--- config.mk ---
export PLATFORM = sky130hd
export DESIGN_NAME = ring_phase_monitor
export DESIGN_NICKNAME = d
export VERILOG_FILES = /design/src/rtl/ring_phase_monitor.sv
export SDC_FILE = /design/constraint.sdc
export NUM_CORES = 1
export LEC_CHECK = 0
export CELL_PAD_IN_SITES_DETAIL_PLACEMENT = 1
export CELL_PAD_IN_SITES_GLOBAL_PLACEMENT = 1
export CORE_ASPECT_RATIO = 1.4
export CORE_MARGIN = 1.5
export CORE_UTILIZATION = 36
export CTS_BUF_LIST = sky130_fd_sc_hd__clkbuf_4 sky130_fd_sc_hd__clkbuf_8
export DETAILED_ROUTE_END_ITERATION = 7
export PLACE_DENSITY = 0.72
export SLEW_MARGIN = 20
export SYNTH_ARGS = -nofsm -noshare
export SYNTH_HDL_FRONTEND = slang
export SYNTH_SLANG_ARGS = --single-unit
--- constraint.sdc ---
create_clock -name clk -period 4.8 [get_ports clk]
set_input_delay 0.96 -clock clk [delete_from_list [all_inputs] [get_ports clk]]
set_output_delay 0.96 -clock clk [all_outputs]
set_load 0.01 [all_outputs]
--- src/rtl/ring_phase_monitor.sv ---
// Ring phase monitor: decodes a one-hot ring sample, checks rotation order, counts revolutions.
// Latency: 1 cycle from ring_in to every output (all outputs registered).
// Backpressure: none; one sample is consumed every clk.
module ring_phase_monitor #(
  parameter int WIDTH       = 4,
  parameter int DIR         = 0,
  parameter int ALLOW_HOLD  = 0,
  parameter int LOCK_CYCLES = 4,
  parameter int CNT_W       = 16,
  localparam int IDX_W      = $clog2(WIDTH)
) (
  input  logic             clk,
  input  logic             reset,
  input  logic [WIDTH-1:0] ring_in,
  input  logic             clear_err,
  output logic [IDX_W-1:0] phase_idx,
  output logic             phase_valid,
  output logic             locked,
  output logic             rev_pulse,
  output logic [CNT_W-1:0] rev_count,
  output logic             err_illegal,
  output logic             err_skip,
  output logic [7:0]       fault_count
);

  localparam logic [1:0] ST_ACQUIRE = 2'd0;
  localparam logic [1:0] ST_LOCKED  = 2'd1;
  localparam logic [1:0] ST_FAULT   = 2'd2;
  localparam logic [7:0] LOCK_TGT   = 8'(LOCK_CYCLES);

  logic [1:0]       r_state;
  logic [WIDTH-1:0] r_prev;
  logic             r_prev_valid;
  logic             r_prev_legal;
  logic [7:0]       r_good_cnt;

  logic [IDX_W:0]   w_pop;
  logic [IDX_W-1:0] w_idx;
  logic             w_legal;
  logic [WIDTH-1:0] w_rot;
  logic             w_wrap_src;
  logic             w_step;
  logic             w_hold;
  logic             w_trans_ok;
  logic             w_rev;
  logic [7:0]       w_good_next;

  // Decode the current sample: population count and index of the set bit.
  always_comb begin
    w_pop = '0;
    w_idx = '0;
    for (int i = 0; i < WIDTH; i++) begin
      w_pop = w_pop + (IDX_W+1)'(ring_in[i]);
      if (ring_in[i]) w_idx = i[IDX_W-1:0];
    end
  end

  // Expected next pattern and the bit whose departure marks a completed revolution.
  always_comb begin
    if (DIR == 0) begin
      w_rot      = {r_prev[WIDTH-2:0], r_prev[WIDTH-1]};
      w_wrap_src = r_prev[WIDTH-1];
    end else begin
      w_rot      = {r_prev[0], r_prev[WIDTH-1:1]};
      w_wrap_src = r_prev[0];
    end
  end

  // A step from a legal previous sample to its rotation is itself one-hot, so no
  // separate current-sample legality term is needed for the transition check.
  assign w_legal     = (w_pop == (IDX_W+1)'(1));
  assign w_step      = (ring_in == w_rot);
  assign w_hold      = (ALLOW_HOLD != 0) && (ring_in == r_prev);
  assign w_trans_ok  = r_prev_valid && r_prev_legal && (w_step || w_hold);
  assign w_rev       = w_trans_ok && w_step && w_wrap_src;
  assign w_good_next = r_good_cnt + 8'd1;

  // Sample history, phase decode outputs, lock FSM and fault bookkeeping.
  always_ff @(posedge clk) begin
    if (reset) begin
      r_state      <= ST_ACQUIRE;
      r_prev       <= '0;
      r_prev_valid <= 1'b0;
      r_prev_legal <= 1'b0;
      r_good_cnt   <= '0;
      phase_idx    <= '0;
      phase_valid  <= 1'b0;
      locked       <= 1'b0;
      rev_pulse    <= 1'b0;
      rev_count    <= '0;
      err_illegal  <= 1'b0;
      err_skip     <= 1'b0;
      fault_count  <= '0;
    end else begin
      r_prev       <= ring_in;
      r_prev_legal <= w_legal;
      r_prev_valid <= 1'b1;
      rev_pulse    <= 1'b0;
      locked       <= 1'b0;
      phase_valid  <= w_legal;
      if (w_legal) phase_idx <= w_idx;
      // Flag clearing is overridden below when a fault is detected this cycle.
      if (clear_err) begin
        err_illegal <= 1'b0;
        err_skip    <= 1'b0;
      end
      case (r_state)
        ST_ACQUIRE: begin
          if (w_trans_ok) begin
            if (w_good_next == LOCK_TGT) begin
              r_state    <= ST_LOCKED;
              r_good_cnt <= '0;
              locked     <= 1'b1;
            end else begin
              r_good_cnt <= w_good_next;
            end
          end else begin
            r_good_cnt <= '0;
          end
        end
        ST_LOCKED: begin
          if (!w_legal || !w_trans_ok) begin
            r_state <= ST_FAULT;
            if (!w_legal) err_illegal <= 1'b1;
            else          err_skip    <= 1'b1;
            if (fault_count != 8'hFF) fault_count <= fault_count + 8'd1;
          end else begin
            locked <= 1'b1;
            if (w_rev) begin
              rev_pulse <= 1'b1;
              rev_count <= rev_count + CNT_W'(1);
            end
          end
        end
        ST_FAULT: begin
          // Leaving FAULT restarts acquisition: the sample at this edge is not
          // used as the reference for the next transition.
          if (clear_err) begin
            r_state      <= ST_ACQUIRE;
            r_good_cnt   <= '0;
            r_prev_valid <= 1'b0;
          end
        end
        default: begin
          r_state    <= ST_ACQUIRE;
          r_good_cnt <= '0;
        end
      endcase
    end
  end

endmodule

After elaboration in Yosys (flattened, before gate mapping)
Index checks and enable logic that the tools add are counted.

operators by class
  $add $sub $neg = 6
  reduce and logical (&&, ||, !) cells = 13
  bitwise gates (word level) = 2
  equality and inequality tests = 10
  muxes and demuxes = 27

operators by type and width
  operator                                             number
  2-to-1 mux 8 bit                                     3
  case mux 8 bit (3 select lines)                      1
  adder 16 x 1 -> 16 bit, second input constant        1
  adder 8 x 1 -> 8 bit, second input constant          2
  2-to-1 mux 1 bit                                     15
  2-to-1 mux 2 bit                                     6
  equality test 8 x 3 -> 1 bit, second input constant  1
  inequality test 2 bit, second input constant         4
  inequality test 8 bit, second input constant         1
  case mux 2 bit (3 select lines)                      1
  AND reduction 3 bit                                  2
  equality test 4 bit                                  1
  logical AND 1 bit                                    4
  AND reduction 4 bit                                  1
  adder 2 x 1 -> 3 bit                                 1
  adder 3 x 1 -> 3 bit                                 1
  equality test 3 x 1 -> 1 bit, second input constant  1
  OR reduction 3 bit                                   1
  adder 1 x 1 -> 2 bit                                 1
  equality test 2 x 1 -> 1 bit, second input constant  1
  equality test 2 bit, second input constant           1
  logical NOT 1 bit                                    2
  logical NOT 2 bit                                    1
  inverter 1 bit                                       2
  3 further kinds                                      3

word-level totals
  output and inout bits = 31
  word-level logic and storage cells = 70
  input bits = 7
  flip-flop bits (word level) = 46

Logic depth before layout (Yosys ltp)
Gate-level depths: netlist of run 1.

  word-level depth = 8
  mapped depth = 11
  mapped depth without buffers = 10

Least setup slack after synthesis of run 1
No wires, ideal clock.

  path type = input to register
  start = in ring_in[0]
  end = reg rev_count[15]
  stages on the path = 10
  path buffers = 0
  slack = 1143 ps
  data arrival time = 3587 ps
  library setup time = 71 ps
  required time = 4729 ps
  cell sequence = inv_1 fa_1 inv_1 ha_1 ha_1 or3b_4 nor4_4 nand3_2 or4_1 a21oi_1

between the ends
  cells in the longest elaborated chain, start to end = 8

RTL lines
  element                                   line  text
  start, declared                           14    input logic [WIDTH-1:0] ring_in,
  adder 1 x 1 -> 2 bit                      53    w_pop = w_pop + (IDX_W+1)'(ring_in[i]);
  adder 2 x 1 -> 3 bit                      53
  adder 3 x 1 -> 3 bit                      53
  equality test 3 x 1 -> 1 bit              71    assign w_legal = (w_pop == (IDX_W+1)'(1));
  logical NOT 1 bit                         n/a
  logical OR 1 bit                          122   if (!w_legal || !w_trans_ok) begin
  inverter 1 bit (no source line)           n/a
  AND reduction 3 bit (no source line) (*)  n/a
  end signal, assigned                      131   rev_count <= rev_count + CNT_W'(1);
  end, declared                             20    output logic [CNT_W-1:0] rev_count,

Every way passes the cells marked *; elsewhere a longest branch is shown, timed or not.
A chain may end at the register's enable or synchronous reset.

Worst setup path in the final report of run 1
  start = in ring_in[1]
  end = reg rev_count[15]

The elaborated chain is that of the path after synthesis.

==> impl_results.md, run 1 <==
- CTS sink count: 46
- Clock Latency Late Sink: 290 ps
- Die footprint: 6520 µm²
- Worst Reg2Reg Path Length in Cells: 5
- Syn avg cell area: 8.84 µm²
- Core region area: 5860 µm²
- HP Class: reg2reg
- DRC Markers: 0
- Total track usage: 0.173
- Clock-pin slew on the worst setup and hold paths: 80 ps
- #FFs+latches synth: 46
- Nets: 296
- Antenna violations before repair: 0
- Crit path time final: 4090 ps
- Drt pass-1 iters: 4
- Kind of critical path: in2reg
- Worst vdd ir: 0.141 mV
- Unrepaired setup endpoints after global routing: no
- Max Cap Viol: 0
- CTS tree: built
- Horiz. Die Dim: 68.7 µm
- CTS resizes: 0
- Vias: 1877
- Vias in the first global route: 1839
- CP Max Fanout: 6
- Crit path capture type: flop
- Area grow syn2layout: 24.6%
- Most frequent cells in the layout: 46 x dfxtp_1, 39 x nor2_1, 36 x clkdlybuf4s50_1, 16 x nand2_1
- Antenna diode count: 0
- Final Cycle Share: 0.852
- Worst Skew: 10.1 ps
- Via/cell ratio: 5.30
- DP HPWL: 3.74 mm
- Clk buf depth: 2
- Leakage Power: 1.05 nW
- Share of the synthesized area in the top cell type: 0.423
- Largest net degree at the start of global routing: 54
- Final setup vio count: 0
- Crit path required time: 5020 ps
- Rel. slew slack: 0.383
- Drt total wl: 5.07 mm
- Final ANT Viol Nets: 0
- First-pass GRT wire length: 8.63 mm
- Pwr dens: 257 nW/µm²
- Wire per inst: 14.3 µm
- Number of distinct library cells after synthesis: 46
- Status: finished, final reports clean
- Total CTS buffers: 5
- Worst slew pin tran: 926 ps
- Critical Path AT: 4310 ps
- Chip Height: 95.0 µm
- Post-synth top flop: dfxtp_1
- Io pins: 38
- Sequential share of the synthesized area: 0.423
- Post-synth top area cell: dfxtp_1
- Root buffer cell: clkbuf_8
- H-tree depth: 2
- Final hold vios: 0
- Fraction of registers with async set/reset: 0
- Ys Warns: 0
- Post-CTS Setup Bufs: 0
- Post-CTS Hold Buffers: 0
- Iter 0 DRT Violations: 62
- Fmax: 244 MHz
- Fin Setup TNS: 0 ps
- Port Buf Inserts: 37
- Final Util: 0.462
- Cell Rows: 33
- Number of synthesized flops with an enable pin: 0
- Gpl congestion: 0.730
- Startpoint Class: input pin
- Max Transition Viols Final: 0
- Most common cell after layout, fill and taps aside: dfxtp_1
- Syn nets: 259
- Cell count after synthesis: 246
- Layout cells sized above 1: 0.0810
- Synth Cell Area: 2170 µm²
- GR Overflow Total: 0
- Hold path cells: 2
- Top post-synthesis cells by area: dfxtp_1 42%, nor2_1 6.7%, xor2_1 4.8%, mux2_1 4.1%, nand4_1 3.5%
- Starting density of the core: 0.371
[path summary, 6_finish.rpt]
path / start / end / slack (ps)
max: ring_in[1] / rev_count[15]$_SDFFE_PP0P_ / 710
min: rev_count[15]$_SDFFE_PP0P_ / rev_count[15]$_SDFFE_PP0P_ / 480
max reg2reg: r_state[0]$_SDFFE_PP0P_ / fault_count[4]$_SDFFE_PP0P_ / 2670
min reg2reg: rev_count[15]$_SDFFE_PP0P_ / rev_count[15]$_SDFFE_PP0P_ / 480
[logic make-up after synthesis]
logic type               Yosys count  share of synthesized area
buffers and inverters             17                     0.0299
XOR/XNOR                          16                     0.0644
adder cells (fa/ha/maj)            6                     0.0380
AO/OA/AOI/OAI                     26                     0.0806
AND/OR/NAND/NOR                  122                      0.297
multiplexers                      13                     0.0662
flip-flops                        46                      0.423
[registers in the layout, summed over array words and instances (netlist names)]
name	flops
err_illegal	1
err_skip	1
fault_count	8
locked	1
phase_idx	2
r_good_cnt	8
r_prev	4
r_prev_legal	1
r_prev_valid	1
r_state	2
rev_count	16
rev_pulse	1
[stage by stage]
stage                     hold WS [ps]  cell area, µm²  std cells  total power [mW]  setup WS (ps)
after global routing               527            2710        354             0.734            513
after global placement             471            2610        346             0.458            465
after CTS                          483            2700        354             0.709            678
after floorplan                    455            2170        246             0.435           1140
final                              481            2710        354             0.697            709
after detailed placement           471            2610        346             0.460            359
[where the power goes]
| part | switching, mW | total (mW) | internal, mW |
|---|---|---|---|
| logic | 0.0337 | 0.0601 | 0.0264 |
| clock network | 0.124 | 0.246 | 0.122 |
| registers | 0.00328 | 0.390 | 0.387 |
[layout make-up]
class	count	area, µm²
clock buffers	7	90.1
clock inverters	1	5.00
fillers	687	3150
inverters	8	30.0
multi-input cells	183	1200
flip-flops and latches	46	921
well taps	70	87.6
repair buffers	39	380
[metal layers]
layer / vias up / GRT usage / wire, µm
li1: 931 / - / -
met3: 6 / 0.0322 / 127
met2: 27 / 0.302 / 2680
met4: 0 / 0.0550 / 67
met1: 913 / 0.208 / 2190
met5: - / 0 / 0
[critical path: stages]
cell and delay [ps]:
clkdlybuf4s50_1 540, inv_1 90, fa_1 510, inv_1 40, ha_1 170, ha_1 300, or3b_4 450, nor4_4 410
nand3_2 160, or4_1 540, a21oi_1 140
[Yosys cell counts, drive strengths merged (6+ instances only)]
| cell type | number |
|---|---|
| dfxtp | 46 |
| nor2 | 39 |
| nand2 | 16 |
| nand3 | 12 |
| nand4 | 12 |
| nor2b | 12 |
| xor2 | 12 |
| mux2 | 11 |
| inv | 8 |
| and3 | 7 |
| nor3 | 7 |
| clkbuf | 6 |
Power figures use the tool's default switching activity.
==> run 2, diff against run 1 <==
==> constraint.sdc (replaced) <==
create_clock -name clk -period 3.8 [get_ports clk]
set_input_delay 0.76 -clock clk [delete_from_list [all_inputs] [get_ports clk]]
set_output_delay 0.76 -clock clk [all_outputs]
set_load 0.01 [all_outputs]
==> run 2 against run 1 <==
Effect of this change:
- design area up 3.0%
- combinational power is 45% higher
- setup slack worse by 540 ps
- largest cell class unchanged
- non-clock buffer count rose by 12
- clock skew grew 1.0 ps
- die area is the same
- via count rose by 3.0%
- critical path depth stayed put
- register-to-register slack worse by 840 ps
- wire length up 5.5%
==> impl_results.md, run 2 (same netlist as run 1, synthesis figures left out) <==
- CTS sink count: 46 (unchanged)
- CTS tree: built (unchanged)
- Final hold vios: 0 (unchanged)
- Core region area: 5860 µm² (unchanged)
- Final setup vio count: 0 (unchanged)
- Kind of critical path: in2reg (unchanged)
- Max Transition Viols Final: 0 (unchanged)
- Largest reg by FF count: rev_count (unchanged)
- Placed Cells: 358 (was 346)
- Chip Height: 95.0 µm (unchanged)
- Post-CTS Hold Buffers: 0 (unchanged)
- Vias: 1933 (was 1877)
- Vias in the first global route: 1998 (was 1839)
- Worst Slack Setup Final: 166 ps (was 709 ps)
- Unrepaired setup endpoints after global routing: no (unchanged)
- Clock-pin slew on the worst setup and hold paths: 80 ps (about the same)
- CTS resizes: 0 (unchanged)
- Nets: 308 (was 296)
- Starting density of the core: 0.371 (unchanged)
- Crit path time final: 3630 ps
- CP Max Fanout: 2 (was 6)
- Antenna diode count: 0 (unchanged)
- Post-Layout Cell Count: 366 (was 354)
- Total track usage: 0.186 (was 0.173)
- Leakage Power: 1.11 nW (was 1.05 nW)
- Most frequent cells in the layout: 46 x dfxtp_1, 39 x nor2_1, 36 x clkdlybuf4s50_1, 16 x nand2_1, 14 x buf_4 (was 46 x dfxtp_1, 39 x nor2_1, 36 x clkdlybuf4s50_1, 16 x nand2_1)
- DRC Markers: 0 (unchanged)
- Via/cell ratio: 5.28 (was 5.30)
- Layout cells sized above 1: 0.115 (was 0.0810)
- Status: finished, final reports clean (unchanged)
- Smallest hold slack: 505 ps (was 481 ps)
- GR Overflow Total: 0 (unchanged)
- Horiz. Die Dim: 68.7 µm (unchanged)
- Final Util: 0.476 (was 0.462)
- Most common cell after layout, fill and taps aside: dfxtp_1 (unchanged)
- Worst slew pin tran: 567 ps (was 926 ps)
- Clk buf depth: 2 (unchanged)
- Placement-stage cell area: 2700 µm² (was 2610 µm²)
- Final ANT Viol Nets: 0 (unchanged)
- Crit path capture type: flop (unchanged)
- Fmax: 275 MHz
- Clock Latency Late Sink: 300 ps (was 290 ps)
- Fin Setup TNS: 0 ps (unchanged)
- DP HPWL: 4.03 mm (was 3.74 mm)
- Die footprint: 6520 µm² (unchanged)
- Post-CTS Setup Bufs: 0 (unchanged)
- Root buffer cell: clkbuf_8 (unchanged)
- Rel. slew slack: 0.619 (was 0.383)
- Setup WS pre-CTS: -172 ps (was 359 ps)
- H-tree depth: 2 (unchanged)
- Post-route cell area: 2790 µm² (was 2710 µm²)
- Gpl congestion: 0.722 (was 0.730)
- Area grow syn2layout: 28.4% (was 24.6%)
- Cell Rows: 33 (unchanged)
- Iter 0 DRT Violations: 53 (was 62)
- Pwr dens: 321 nW/µm² (was 257 nW/µm²)
- Largest net degree at the start of global routing: 34 (was 54)
- Total Power: 897 µW (was 697 µW)
- Max Cap Viol: 0 (unchanged)
- Drt total wl: 5.35 mm (was 5.07 mm)
- Port Buf Inserts: 37 (unchanged)
- First-pass GRT wire length: 9.28 mm (was 8.63 mm)
- Crit path required time: 4030 ps (was 5020 ps)
- Io pins: 38 (unchanged)
- Drt pass-1 iters: 4 (unchanged)
- HP Class: reg2reg (unchanged)
- Startpoint Class: input pin (unchanged)
- Total CTS buffers: 5 (unchanged)
- Critical Path AT: 3870 ps (was 4310 ps)
- Worst vdd ir: 0.206 mV (was 0.141 mV)
- Antenna violations before repair: 0 (unchanged)
- Wire per inst: 14.6 µm (was 14.3 µm)
- Max FFs per register: 16 (unchanged)
- Final Cycle Share: 0.956
- Largest regs: rev_count: 16 flops, fault_count: 8 flops, r_good_cnt: 8 flops (unchanged)
- Worst Skew: 11.1 ps (was 10.1 ps)
run 2: cell types whose count changed in the layout (fill, tap and decap cells not counted), sizes merged:
cell | before | now
buf | 3 | 15
run 2: critical path, cell delays in order:
cell and delay [ps]:
clkdlybuf4s50_1 480, inv_1 70, fa_1 540, inv_1 50
ha_1 170, ha_1 310, or3b_4 430, nor4_4 290
nand3_2 110, or4_1 510, a21oi_1 140
run 2: cell type report:
cell class	instances	area [µm²]
Inverter	8	30.0
Timing Repair Buffer	51	470
Clock buffer	7	90.1
Multi-Input combinational cell	183	1190
Tap cell	70	87.6
Fill cell	711	3070
Clock inverter	1	5.00
Sequential cell	46	921
run 2: power by group:
group	internal, mW	switching [mW]	leakage, nW
clock network	0.154	0.163	0.0517
registers	0.489	0.00383	0.372
logic	0.0409	0.0463	0.682
run 2: final timing paths:
path | start | slack [ps] | end | cells past startpoint
max | ring_in[0] | 170 | rev_count[15]$_SDFFE_PP0P_ | 11
min | r_good_cnt[7]$_SDFFE_PP0P_ | 500 | r_good_cnt[7]$_SDFFE_PP0P_ | 2
max reg2reg | r_state[0]$_SDFFE_PP0P_ | 1830 | rev_count[12]$_SDFFE_PP0P_ | 5
min reg2reg | r_good_cnt[7]$_SDFFE_PP0P_ | 500 | r_good_cnt[7]$_SDFFE_PP0P_ | 2
run 2: routing by layer:
| metal | GRT usage | routed length [µm] | vias to the layer above |
|---|---|---|---|
| met5 | 0 | 0 | - |
| met4 | 0.0600 | 76 | 0 |
| met3 | 0.0346 | 143 | 6 |
| met2 | 0.338 | 2870 | 30 |
| met1 | 0.211 | 2260 | 937 |
| li1 | - | - | 960 |
